$ cat src/rtl/tnn_pkg.sv
// Shared constants, state encoding and reference quantiser for the ternary-neuron
// feature interface.
package tnn_pkg;

    localparam int TNN_NUM_FEAT = 5;
    localparam int TNN_IN_W     = 8;
    localparam int TNN_Q_W      = 3;

    typedef enum logic {ST_FILL, ST_HOLD} tnn_state_t;

    // Round half-up to the nearest Q_W-bit code, saturating at the top code.
    function automatic logic [TNN_Q_W-1:0] tnn_quantise(input logic [TNN_IN_W-1:0] x);
        logic [TNN_IN_W:0] sum;
        logic [TNN_IN_W:0] shifted;
        sum     = {1'b0, x} + (TNN_IN_W+1)'(1 << (TNN_IN_W - TNN_Q_W - 1));
        shifted = sum >> (TNN_IN_W - TNN_Q_W);
        if (shifted > (TNN_IN_W+1)'((1 << TNN_Q_W) - 1)) begin
            return '1;
        end
        return shifted[TNN_Q_W-1:0];
    endfunction

endpackage

$ cat src/rtl/tnn_quant_sat.sv
// Combinational round-to-nearest (half-up) and saturate from IN_W to Q_W bits.
module tnn_quant_sat
    import tnn_pkg::*;
#(
    parameter int IN_W = TNN_IN_W,
    parameter int Q_W  = TNN_Q_W
) (
    input  logic [IN_W-1:0] x,
    output logic [Q_W-1:0]  q
);

    localparam int SH = IN_W - Q_W;
    localparam logic [IN_W:0] HALF = (IN_W+1)'(1) << (SH - 1);
    localparam logic [IN_W:0] QMAX = (IN_W+1)'((1 << Q_W) - 1);

    // One extra sum bit so the rounding offset never wraps the top codes.
    function automatic logic [Q_W-1:0] round_sat(input logic [IN_W-1:0] v);
        logic [IN_W:0] sum;
        logic [IN_W:0] shifted;
        sum     = {1'b0, v} + HALF;
        shifted = sum >> SH;
        if (shifted > QMAX) begin
            return '1;
        end
        return shifted[Q_W-1:0];
    endfunction

    assign q = round_sat(x);

endmodule

$ cat src/rtl/tnn_feature_packer.sv
// Quantises a stream of raw features and packs NUM_FEAT of them into one vector
// for the downstream ternary neuron, with valid/ready on both sides.
module tnn_feature_packer
    import tnn_pkg::*;
#(
    parameter int NUM_FEAT = TNN_NUM_FEAT,
    parameter int IN_W     = TNN_IN_W,
    parameter int Q_W      = TNN_Q_W
) (
    input  logic                    clk,
    input  logic                    rst_n,
    input  logic                    s_valid,
    output logic                    s_ready,
    input  logic                    s_first,
    input  logic [IN_W-1:0]         s_data,
    output logic                    m_valid,
    input  logic                    m_ready,
    output logic [NUM_FEAT*Q_W-1:0] m_data,
    output logic                    frame_err
);

    localparam int IDX_W = (NUM_FEAT > 1) ? $clog2(NUM_FEAT) : 1;
    localparam logic [IDX_W-1:0] LAST_IDX = IDX_W'(NUM_FEAT - 1);

    tnn_state_t               state;
    tnn_state_t               state_nxt;
    logic [IDX_W-1:0]         idx;
    logic [IDX_W-1:0]         idx_nxt;
    logic [IDX_W-1:0]         wr_idx;
    logic [Q_W-1:0]           slot [NUM_FEAT];
    logic [Q_W-1:0]           q_val;
    logic [NUM_FEAT*Q_W-1:0]  packed_vec;
    logic [NUM_FEAT*Q_W-1:0]  data_p1;
    logic                     vld_p1;
    logic                     err_p1;
    logic                     rdy_en;
    logic                     in_xfer;
    logic                     out_xfer;
    logic                     resync;
    logic                     frame_done;

    tnn_quant_sat #(
        .IN_W (IN_W),
        .Q_W  (Q_W)
    ) u_quant (
        .x (s_data),
        .q (q_val)
    );

    // rdy_en keeps s_ready low until the first clock after reset release.
    assign vld_p1    = (state == ST_HOLD);
    assign s_ready   = rdy_en & ((state == ST_FILL) | m_ready);
    assign in_xfer   = s_valid & s_ready;
    assign out_xfer  = vld_p1 & m_ready;
    assign m_valid   = vld_p1;
    assign m_data    = data_p1;
    assign frame_err = err_p1;

    always_comb begin
        resync    = 1'b0;
        wr_idx    = idx;
        idx_nxt   = idx;
        state_nxt = state;
        if (state == ST_HOLD) begin
            wr_idx = '0;
        end else if (s_first && (idx != '0)) begin
            resync = 1'b1;
            wr_idx = '0;
        end
        frame_done = in_xfer && (wr_idx == LAST_IDX);
        if (in_xfer) begin
            idx_nxt = frame_done ? '0 : wr_idx + IDX_W'(1);
        end
        if (frame_done) begin
            state_nxt = ST_HOLD;
        end else if (out_xfer) begin
            state_nxt = ST_FILL;
        end
    end

    // The sample completing a frame bypasses its slot straight into the output vector.
    always_comb begin
        packed_vec = '0;
        for (int k = 0; k < NUM_FEAT; k++) begin
            packed_vec[k*Q_W +: Q_W] = (IDX_W'(k) == wr_idx) ? q_val : slot[k];
        end
    end

    always_ff @(posedge clk) begin
        if (in_xfer) begin
            slot[wr_idx] <= q_val;
        end
    end

    // Stage p1: registered vector, valid and resync pulse.
    always_ff @(posedge clk or negedge rst_n) begin
        if (!rst_n) begin
            state   <= ST_FILL;
            idx     <= '0;
            rdy_en  <= 1'b0;
            err_p1  <= 1'b0;
            data_p1 <= '0;
        end else begin
            state  <= state_nxt;
            idx    <= idx_nxt;
            rdy_en <= 1'b1;
            err_p1 <= in_xfer & resync;
            if (frame_done) begin
                data_p1 <= packed_vec;
            end
        end
    end

endmodule

$ cat config.mk
export PLATFORM = sky130hd
export DESIGN_NAME = tnn_feature_packer
export DESIGN_NICKNAME = d
export VERILOG_FILES = /design/src/rtl/tnn_pkg.sv /design/src/rtl/tnn_quant_sat.sv /design/src/rtl/tnn_feature_packer.sv
export SDC_FILE = /design/constraint.sdc
export NUM_CORES = 1
export LEC_CHECK = 0
export CORE_MARGIN = 2
export CORE_UTILIZATION = 48
export CTS_CLUSTER_SIZE = 20
export DETAILED_ROUTE_END_ITERATION = 6
export GPL_TIMING_DRIVEN = 0
export PLACE_DENSITY = 0.78
export RECOVER_POWER = 50
export SYNTH_ARGS = -nofsm -noshare
export SYNTH_HDL_FRONTEND = slang
export SYNTH_SLANG_ARGS = --single-unit
export TNS_END_PERCENT = 50
$ cat constraint.sdc
create_clock -name clk -period 2.5 [get_ports clk]
set_input_delay 0.25 -clock clk [delete_from_list [all_inputs] [get_ports clk]]
set_output_delay 0.25 -clock clk [all_outputs]
set_load 0.05 [all_outputs]
==> flow_summary.toml <==
[outcome]
status = "complete, no violations"

[worst_setup_path]
worst-r2r-cell-count = 7
cp_max_fo = 6
end_kind = "primary output"
cp.required_ns = 2.25
cp.arrival_ns = 2.01
critPathKind = "reg2out"
cp-start-kind = "register"

[placed_design]
gp_congestion = 0.8071
dp_hpwl_um = 1795
portBuffers = 26
placed_cell_area_um2 = 1684

[pwr]
clkPwrFrac_pct = 22.7
seqPwrFrac_pct = 36.2
p_int_mw = 1.360
powerDensity_nw_per_um2 = 1215
switchingPower_uw = 806.2
leakage_nw = 0.7924
swShare_pct = 37.22
vdd_ir_drop_max_uv = 930.8
power_frac_comb_pct = 41.1

[worst_hold_path]
min_path_type = "reg2reg"
min_delay_path_depth = 1

[clock_network]
cts_sinks = 33
cts_buffers = 5
clkLatencyLatePin_ns = 0.34
cts_resized = 0
root_buffer = "clkbuf_4"
clock_path_buffers = 2
ctsHtreeMaxLevel = 2
path_clk_slew_ns = 0.10
cts_setup_buffers = 0
ctsHoldBuffers = 0
cts_tree = "built"

[timing]
worst-slew-pin-transition_ns = 0.9759
slew_violations = 0
timing.fmax_ghz = 0.4429
min_period_over_period_pct = 90.31
rsz0062_at_grt = "false"
finalSetupViolCount = 0
post-route-min-period_ns = 2.258
fin_setup_tns_ns = 0
relSlewSlack_pct = 34.72
clock_skew_ns = 0.006011
hold_slack_ns = 0.4821
timing.final.hold_violations = 0

[yosys]
synth_area_um2 = 1385
ys_top_cells_by_area = "dfrtp_1 38%, edfxtp_1 26%, mux2_4 9.8%, mux2_2 6.5%, ha_1 2.7%"
avgSynthCellArea_um2 = 15.56
ys_ff_latch = 33
ys_types = 27
yosysTopAreaCellShare_pct = 37.94
yosysWarnings = 0
syn_nets = 105
synth-seq-area-share_pct = 63.96
yosysTopAreaCell = "dfrtp_1"
postSynthCellCount = 89

[flow_run]
cap_violations = 0

[routing]
drtIter0Drc = 16
postRouteAntennaNets = 0
vias_per_cell = 5.448
vias = 839
dr.pass1.iters = 4
drc = 0
wl_per_cell_um = 15.87
wl_um = 2444

[floorplanning]
start_util_pct = 50.23
core-area_um2 = 2758
pin_count = 31
die_w_um = 57.72
rows = 19
die_h_um = 57.72
fp.dieArea_um2 = 3331

[layout]
num_antenna_cells = 0
post-route-util_pct = 64.66
area_growth_pct = 28.73
final_layout_size_suffix_gt1_share_pct = 22.76
nets = 138
design_area_um2 = 1783
mostFrequentLayoutCells = "21 x dfrtp_1, 21 x clkdlybuf4s50_1, 12 x edfxtp_1"

[global_routing]
grt_max_degree = 22
grt_pass1_vias = 871
overflow = 0
grt_pass1_wl_um = 4112
antenna_found_initial = 0
grtUsageTotal_pct = 17.59
## sequential cells by signal, summed over array words and instances, names as in the netlist
| name | cells |
|---|---|
| rdy_en | 1 |
| frame_err | 1 |
| idx | 3 |
| m_data | 15 |
| m_valid | 1 |
| slot | 12 |
## power by group through the flow
| stage | Sequential (mW) | Clock [mW] | Combinational, mW |
|---|---|---|---|
| final | 0.785 | 0.491 | 0.890 |
| after global routing | 0.808 | 0.523 | 0.931 |
| after CTS | 0.788 | 0.501 | 0.906 |
| after detailed placement | 0.801 | 0 | 0.903 |
| after global placement | 0.791 | 0 | 0.887 |
| after floorplan | 1.18 | 0 | 0.219 |
## worst max-delay path, stage by stage (launching register included)
cell and delay [ns]:
dfrtp_1 0.45, nand2b_1 0.23, and2_1 0.18, clkdlybuf4s50_1 0.80
## cells by family (layout without fill, tap and decap cells)
kind of cell | Yosys count | in the layout | synth area share, %
buf+inv | 5 | 39 | 1.897
compound gates | 7 | 7 | 3.795
flops | 33 | 33 | 63.96
other cells | 1 | 1 | 0.2707
simple gates | 23 | 23 | 11.11
mux | 17 | 17 | 16.26
fa+ha+maj | 3 | 3 | 2.710
## layer usage
layer	track usage [%]	vias to the layer above	wire length (µm)
met4	12.96	0	59
met1	19.82	411	1001
met5	0	-	0
li1	-	394	-
met2	27.11	27	1242
met3	6.696	7	141
## through the flow
step,setup slack [ns],total power [mW],instances
finish,0.2423,2.166,154
global route,0.1370,2.262,154
CTS,0.2340,2.196,154
detailed placement,0.1770,1.704,146
global placement,0.2362,1.678,146
floorplan,0.3782,1.400,89
## cell usage after synthesis, drive strengths merged
cell type   n
conb        1
and4bb      1
a41oi       2
a31o        1
and2b       1
edfxtp     12
and2        1
a21oi       2
ha          3
nor4        3
nand3       1
dfrtp      21
nand4       1
inv         4
nand2b      1
or4         1
nor2b       2
a311o       1
buf         1
nor2        4
or3         1
and3        1
a31oi       1
nand2       4
and4b       1
mux2       17
## layout make-up
class	instances	area, µm²
plain buffers	1	11.26
clock buffers	5	37.54
clock inverters	3	65.06
fillers	209	974.7
inverters	4	15.01
multi-input cells	51	469.2
flip-flops and latches	33	885.9
well taps	31	38.79
repair buffers	26	260.3
## worst paths after layout
kind	endpoint	start	slack, ns
worst max-delay path	s_ready	m_valid	0.24
worst min-delay path	m_data[0]	slot[0][0]	0.48
worst max register to register	m_data[5]	m_valid	0.38
worst min register to register	m_data[0]	slot[0][0]	0.48
max in group asynchronous	m_data[0]	rst_n	1.40
min in group asynchronous	idx[2]	rst_n	0.51
Power figures use the tool's default switching activity.
